**src/rtl/csm_port_arbiter.sv**
```systemverilog
// Two-port arbiter for a shared register bank: round-robin on contention, one access
// per three cycles, per-register hold/release locks with per-port idle timeout.
module csm_port_arbiter #(
  parameter int NUM_REGS     = 4,
  parameter int ADDR_W       = 2,
  parameter int DATA_W       = 8,
  parameter int LOCK_TIMEOUT = 16
) (
  input  logic              clk,
  input  logic              reset,
  input  logic              a_req,
  input  logic              a_rw,
  input  logic [ADDR_W-1:0] a_addr,
  input  logic [DATA_W-1:0] a_wdata,
  input  logic              a_hold,
  input  logic              a_release,
  output logic              a_ack,
  output logic [1:0]        a_err,
  output logic [DATA_W-1:0] a_rdata,
  input  logic              b_req,
  input  logic              b_rw,
  input  logic [ADDR_W-1:0] b_addr,
  input  logic [DATA_W-1:0] b_wdata,
  input  logic              b_hold,
  input  logic              b_release,
  output logic              b_ack,
  output logic [1:0]        b_err,
  output logic [DATA_W-1:0] b_rdata,
  output logic              mem_en,
  output logic              mem_we,
  output logic [ADDR_W-1:0] mem_addr,
  output logic [DATA_W-1:0] mem_wdata,
  input  logic [DATA_W-1:0] mem_rdata,
  output logic [1:0]        dbg_state
);

  // Handshake: x_req rises with x_rw/x_addr/x_wdata/x_hold/x_release and keeps them stable
  // until x_ack; x_ack is a one-cycle pulse carrying x_err/x_rdata; a req still high in the
  // IDLE cycle after x_ack is taken as a fresh request.
  typedef enum logic [1:0] {S_IDLE = 2'd0, S_GRANT = 2'd1, S_RESP = 2'd2} state_t;
  typedef enum logic [1:0] {OWN_FREE = 2'd0, OWN_A = 2'd1, OWN_B = 2'd2} owner_t;

  localparam int         TBL         = 1 << ADDR_W;
  localparam bit         PARTIAL     = NUM_REGS < TBL;
  localparam int         CNT_W       = $clog2(LOCK_TIMEOUT + 1);
  localparam logic [1:0] ERR_OK      = 2'b00;
  localparam logic [1:0] ERR_LOCKED  = 2'b01;
  localparam logic [1:0] ERR_BADREL  = 2'b10;
  localparam logic [1:0] ERR_ILLEGAL = 2'b11;

  state_t             state;
  owner_t             owner [TBL];
  logic               sel_b;
  logic               favour_b;
  logic               cur_rw;
  logic               cur_hold;
  logic               cur_rel;
  logic [ADDR_W-1:0]  cur_addr;
  logic [1:0]         cur_err;
  logic               rd_a;
  logic               rd_b;
  logic [CNT_W-1:0]   cnt_a;
  logic [CNT_W-1:0]   cnt_b;

  logic               win_b;
  logic               w_rw;
  logic               w_hold;
  logic               w_rel;
  logic [ADDR_W-1:0]  w_addr;
  logic [DATA_W-1:0]  w_wdata;
  owner_t             w_self;
  owner_t             w_other;
  logic [1:0]         w_err;
  logic               owns_a;
  logic               owns_b;
  logic               grant_a_now;
  logic               grant_b_now;
  logic               to_a;
  logic               to_b;

  assign dbg_state = state;
  // Read data arrives from the bank during RESP, so it is steered straight to the acked port.
  assign a_rdata = rd_a ? mem_rdata : '0;
  assign b_rdata = rd_b ? mem_rdata : '0;

  always_comb begin
    win_b   = b_req && (!a_req || favour_b);
    w_rw    = win_b ? b_rw      : a_rw;
    w_hold  = win_b ? b_hold    : a_hold;
    w_rel   = win_b ? b_release : a_release;
    w_addr  = win_b ? b_addr    : a_addr;
    w_wdata = win_b ? b_wdata   : a_wdata;
    w_self  = win_b ? OWN_B : OWN_A;
    w_other = win_b ? OWN_A : OWN_B;
    if ((w_hold && w_rel) || (PARTIAL && (int'(w_addr) >= NUM_REGS)))
      w_err = ERR_ILLEGAL;
    else if (owner[w_addr] == w_other)
      w_err = ERR_LOCKED;
    else if (w_rel && (owner[w_addr] != w_self))
      w_err = ERR_BADREL;
    else
      w_err = ERR_OK;
  end

  always_comb begin
    owns_a = 1'b0;
    owns_b = 1'b0;
    for (int i = 0; i < TBL; i++) begin
      if (owner[i] == OWN_A) owns_a = 1'b1;
      if (owner[i] == OWN_B) owns_b = 1'b1;
    end
  end

  assign grant_a_now = (state == S_GRANT) && !sel_b;
  assign grant_b_now = (state == S_GRANT) && sel_b;
  assign to_a = !a_req && owns_a && !grant_a_now && (cnt_a == CNT_W'(LOCK_TIMEOUT - 1));
  assign to_b = !b_req && owns_b && !grant_b_now && (cnt_b == CNT_W'(LOCK_TIMEOUT - 1));

  always_ff @(posedge clk) begin
    if (reset) begin
      state     <= S_IDLE;
      sel_b     <= 1'b0;
      favour_b  <= 1'b0;
      cur_rw    <= 1'b0;
      cur_hold  <= 1'b0;
      cur_rel   <= 1'b0;
      cur_addr  <= '0;
      cur_err   <= ERR_OK;
      mem_en    <= 1'b0;
      mem_we    <= 1'b0;
      mem_addr  <= '0;
      mem_wdata <= '0;
      a_ack     <= 1'b0;
      a_err     <= 2'b00;
      b_ack     <= 1'b0;
      b_err     <= 2'b00;
      rd_a      <= 1'b0;
      rd_b      <= 1'b0;
      cnt_a     <= '0;
      cnt_b     <= '0;
      for (int i = 0; i < TBL; i++) owner[i] <= OWN_FREE;
    end else begin
      mem_en    <= 1'b0;
      mem_we    <= 1'b0;
      mem_addr  <= '0;
      mem_wdata <= '0;
      a_ack     <= 1'b0;
      a_err     <= 2'b00;
      b_ack     <= 1'b0;
      b_err     <= 2'b00;
      rd_a      <= 1'b0;
      rd_b      <= 1'b0;

      for (int i = 0; i < TBL; i++) begin
        if (to_a && owner[i] == OWN_A) owner[i] <= OWN_FREE;
        if (to_b && owner[i] == OWN_B) owner[i] <= OWN_FREE;
      end
      if (a_req || !owns_a || grant_a_now || to_a) cnt_a <= '0;
      else                                         cnt_a <= cnt_a + CNT_W'(1);
      if (b_req || !owns_b || grant_b_now || to_b) cnt_b <= '0;
      else                                         cnt_b <= cnt_b + CNT_W'(1);

      case (state)
        S_IDLE: begin
          if (a_req || b_req) begin
            state    <= S_GRANT;
            sel_b    <= win_b;
            cur_rw   <= w_rw;
            cur_hold <= w_hold;
            cur_rel  <= w_rel;
            cur_addr <= w_addr;
            cur_err  <= w_err;
            // The round-robin pointer only moves when a tie is actually arbitrated.
            if (a_req && b_req) favour_b <= !win_b;
            if (w_err == ERR_OK) begin
              mem_en    <= 1'b1;
              mem_we    <= w_rw;
              mem_addr  <= w_addr;
              mem_wdata <= w_rw ? w_wdata : '0;
            end
          end
        end
        S_GRANT: begin
          state <= S_RESP;
          if (sel_b) begin
            b_ack <= 1'b1;
            b_err <= cur_err;
            rd_b  <= (cur_err == ERR_OK) && !cur_rw;
          end else begin
            a_ack <= 1'b1;
            a_err <= cur_err;
            rd_a  <= (cur_err == ERR_OK) && !cur_rw;
          end
          if ((cur_err == ERR_OK) && cur_hold) owner[cur_addr] <= sel_b ? OWN_B : OWN_A;
        end
        S_RESP: begin
          state <= S_IDLE;
          if ((cur_err == ERR_OK) && cur_rel) owner[cur_addr] <= OWN_FREE;
        end
        default: state <= S_IDLE;
      endcase
    end
  end

endmodule
```
**config.mk**
```make
export PLATFORM = sky130hd
export DESIGN_NAME = csm_port_arbiter
export DESIGN_NICKNAME = d
export VERILOG_FILES = /design/src/rtl/csm_port_arbiter.sv
export SDC_FILE = /design/constraint.sdc
export NUM_CORES = 1
export LEC_CHECK = 0
export BUFFER_PORTS_ARGS = -buffer_cell sky130_fd_sc_hd__buf_2
export CORE_MARGIN = 5
export CORE_UTILIZATION = 40
export DETAILED_ROUTE_END_ITERATION = 16
export GPL_TIMING_DRIVEN = 0
export HOLD_SLACK_MARGIN = 0.02
export PLACE_DENSITY = 0.73
export SKIP_CTS_REPAIR_TIMING = 1
export SLEW_MARGIN = 0
export SYNTH_ARGS = -nofsm -noshare
export SYNTH_HDL_FRONTEND = slang
export SYNTH_SLANG_ARGS = --single-unit
export TNS_END_PERCENT = 100
```
**constraint.sdc**
```tcl
create_clock -name clk -period 2.3 [get_ports clk]
set_clock_uncertainty 0.2 [all_clocks]
set_input_delay 0.345 -clock clk [delete_from_list [all_inputs] [get_ports clk]]
set_output_delay 0.345 -clock clk [all_outputs]
set_load 0.1 [all_outputs]
```
==> results.txt <==
Critical Path Sink Type -> flop
CTS Buffer Depth -> 2
All-Layer GR Usage -> 15.5%
pin count of the biggest net entering global routing -> 15
GPL Wtd Cong -> 0.942
FF+latch area -> 1060 sq um
VDD IR-drop max -> 0.000327 V
DR iter-0 viols -> 116
Synth area leaders -> dfxtp_1 (35%), edfxtp_1 (10%), nor2_1 (5.4%)
worst hold-check path type -> in -> reg
Final Critical Period -> 2350 ps
Die Y -> 86.9 um
input/output buffers -> 69
fin worst setup slack -> -49.8 ps
clock-pin slew on the worst setup and hold paths -> 80 ps
core area -> 5850 sq um
Synth Warn # -> 0
crit path cell chain -> nand2b_4 -> and2_4 -> mux2i_4 -> buf_4 -> mux4_2 -> o32a_1 -> buf_4 -> nor2_2
fin nets -> 379
crit-path max FO -> 5
vias in the first global route -> 2,072
synthesized area -> 2370 sq um
setup TNS -> -281 ps
worst hold path depth -> 3
Hold Crit Start -> b_wdata[4]
WL/cell -> 14.3 um
total grt overflow -> 0
crit path max-delay cell type -> mux4_2
crit path launch type -> flop
die area -> 7560 sq um
H-tree levels -> 2
R2R cell count -> 8
Clk Latency, worst-skew pair -> 300 ps
hold slack -> 98.6 ps
number of vias per cell -> 5.21
Multi-input gate area -> 1230 sq um
Final Power -> 1.88 mW
max incr delay on CP -> 510 ps
first-pass GRT wire length -> 9.24 mm
# DRC -> 0
io pins -> 74
Pleak -> 1.31 nW
CP required -> 2340 ps
number of synthesized flops with an enable pin -> 8
flop2flop setup slack -> -50 ps
CP arrival -> 2390 ps
number of synthesized register bits -> 49
DP Wirelength -> 4.57 mm
Post-DRT Antenna Nets -> 0
Syn Inst Count -> 257
CTS Buf Count -> 5
area leader, netlist -> dfxtp_1
ys async rst share -> 0%
Die W -> 86.9 um
period utilization -> 102%
count of pins over their slew limit -> 0
slew margin rel. -> 62.7%
Net Count, Synth -> 299
root cell of the clock tree -> clkbuf_8
TritonCTS Sinks -> 49
failing checks -> negative setup slack
RSZ-0062 raised after global routing -> true
# rows -> 28
end of the worst register-to-register path -> mem_we$_SDFF_PP0_
area grow syn2layout -> 24.0%
fill count -> 569
Placed Area -> 2820 sq um
ys flop type -> dfxtp_1
synth cell count leaders -> dfxtp_1 (41), nor2_1 (34), nand3_1 (25), and2_1 (18), inv_1 (12)
count leader, synth -> dfxtp_1
CP top delay family -> multiplexers
Design Area, Final -> 2940 sq um
WHS Endpoint -> mem_wdata[4]$_SDFF_PP0_
initial antenna violation count -> 0
syn avg cell area -> 9.21 sq um
Crit path top cell by count -> buf_4
Antenna diodes -> 0
register area share after synthesis -> 44.8%
Detailed Routing Iterations Pass 1 -> 4
Initial Utilization -> 40.5%
R2R Path Start -> favour_b$_SDFFE_PP0P_
Max Cap Viol -> 0
Slew @ Worst Pin -> 553 ps
outcome -> finished, violations left
ratio of total power to cell area -> 640 nW/um^2
number of distinct library cells after synthesis -> 44
vias post-DR -> 2,152
post-synth top area share -> 34.7%
worst path bufs/invs -> 2
endpoints failing setup -> 10
final wirelength -> 5.90 mm
kind of critical path -> reg -> reg
max frequency -> 426 MHz
final hold vios -> 0
CTS tree -> yes
fraction of layout cells with a size suffix above 1 -> 29.6%
## layout by cell type, fill, tap and decap left out, drive strengths merged, types with 2 or more instances in the layout
master / instances
inv: 12
mux2: 3
nand3: 25
nand2: 10
o31ai: 2
nor2b: 9
a22oi: 2
clkbuf: 15
edfxtp: 8
ha: 4
nor2: 36
nor4b: 2
or3: 4
dfxtp: 41
and3: 5
nor4: 2
a311oi: 2
a21oi: 12
a211oi: 3
xnor2: 2
and2: 19
mux4: 3
o21ai: 5
nand3b: 3
nor3: 2
xor2: 6
buf: 76
mux2i: 11
nand2b: 4
## stage by stage
step / cells / utilization [%] / worst slack [ps]
floorplan: 257 / - / 7.11
global placement: 401 / 48.1 / -238
detailed placement: 401 / 48.1 / -259
CTS: 409 / 49.5 / -208
global route: 413 / 50.2 / -122
finish: 413 / 50.2 / -49.8
## worst max-delay path by stage
stage	start	endpoint	slack [ps]	cells past startpoint
2_1_floorplan	favour_b$_SDFFE_PP0P_	mem_wdata[7]$_SDFF_PP0_	7	7
6_report	favour_b$_SDFFE_PP0P_	mem_we$_SDFF_PP0_	-50	8
3_3_place_gp	a_req	mem_addr[0]$_SDFF_PP0_	-240	8
5_1_grt	favour_b$_SDFFE_PP0P_	mem_we$_SDFF_PP0_	-120	8
3_5_place_dp	a_req	mem_wdata[4]$_SDFF_PP0_	-260	8
4_1_cts	favour_b$_SDFFE_PP0P_	mem_wdata[0]$_SDFF_PP0_	-210	7
## cells by family (layout without fill, tap and decap cells)
| group | Yosys count | in the layout | synth area share, % |
|---|---|---|---|
| flops | 49 | 49 | 44.8 |
| buf+inv | 23 | 104 | 3.96 |
| xor+xnor | 8 | 8 | 2.96 |
| fa+ha+maj | 4 | 4 | 2.11 |
| compound gates | 35 | 35 | 10.6 |
| mux | 17 | 17 | 9.09 |
| simple gates | 121 | 121 | 26.5 |
## flip-flops by register name, summed over array words and instances (netlist names), 2 cells and up
register and count:
mem_addr 2, dbg_state 2, owner 8, mem_wdata 8, cur_addr 2, cnt_b 5, b_err 2, a_err 2
cur_err 2, cnt_a 5
## metal layers
| layer | wire, um | track usage, % | vias up | share of wire, % |
|---|---|---|---|---|
| li1 | - | - | 1055 | - |
| met1 | 2310 | 17.8 | 1024 | 39 |
| met2 | 3040 | 26.8 | 63 | 51 |
| met3 | 428 | 3.97 | 10 | 7.3 |
| met4 | 125 | 7.08 | 0 | 2.1 |
| met5 | 0 | 0 | - | 0 |
## layout make-up
type	instances	share of cell area (%)
Clock buffer	7	2.60
Multi-Input combinational cell	185	41.8
Inverter	12	1.53
Buffer	11	1.66
Clock inverter	1	0.170
Timing Repair Buffer	73	12.8
Tap cell	75	3.20
Sequential cell	49	36.2
## where the power goes
group / internal (mW) / leakage [nW] / switching (mW)
clock network: 0.214 / 0.0422 / 0.274
registers: 0.913 / 0.417 / 0.0330
logic: 0.135 / 0.851 / 0.311
## worst register-to-register path: cells and delay by family (launching register included)
kind / cells / cell delay (ps)
compound gates: 1 / 240
buf+inv: 2 / 360
flops: 1 / 350
mux: 2 / 770
simple gates: 3 / 390
No activity file was read; power rests on OpenSTA's default activity.
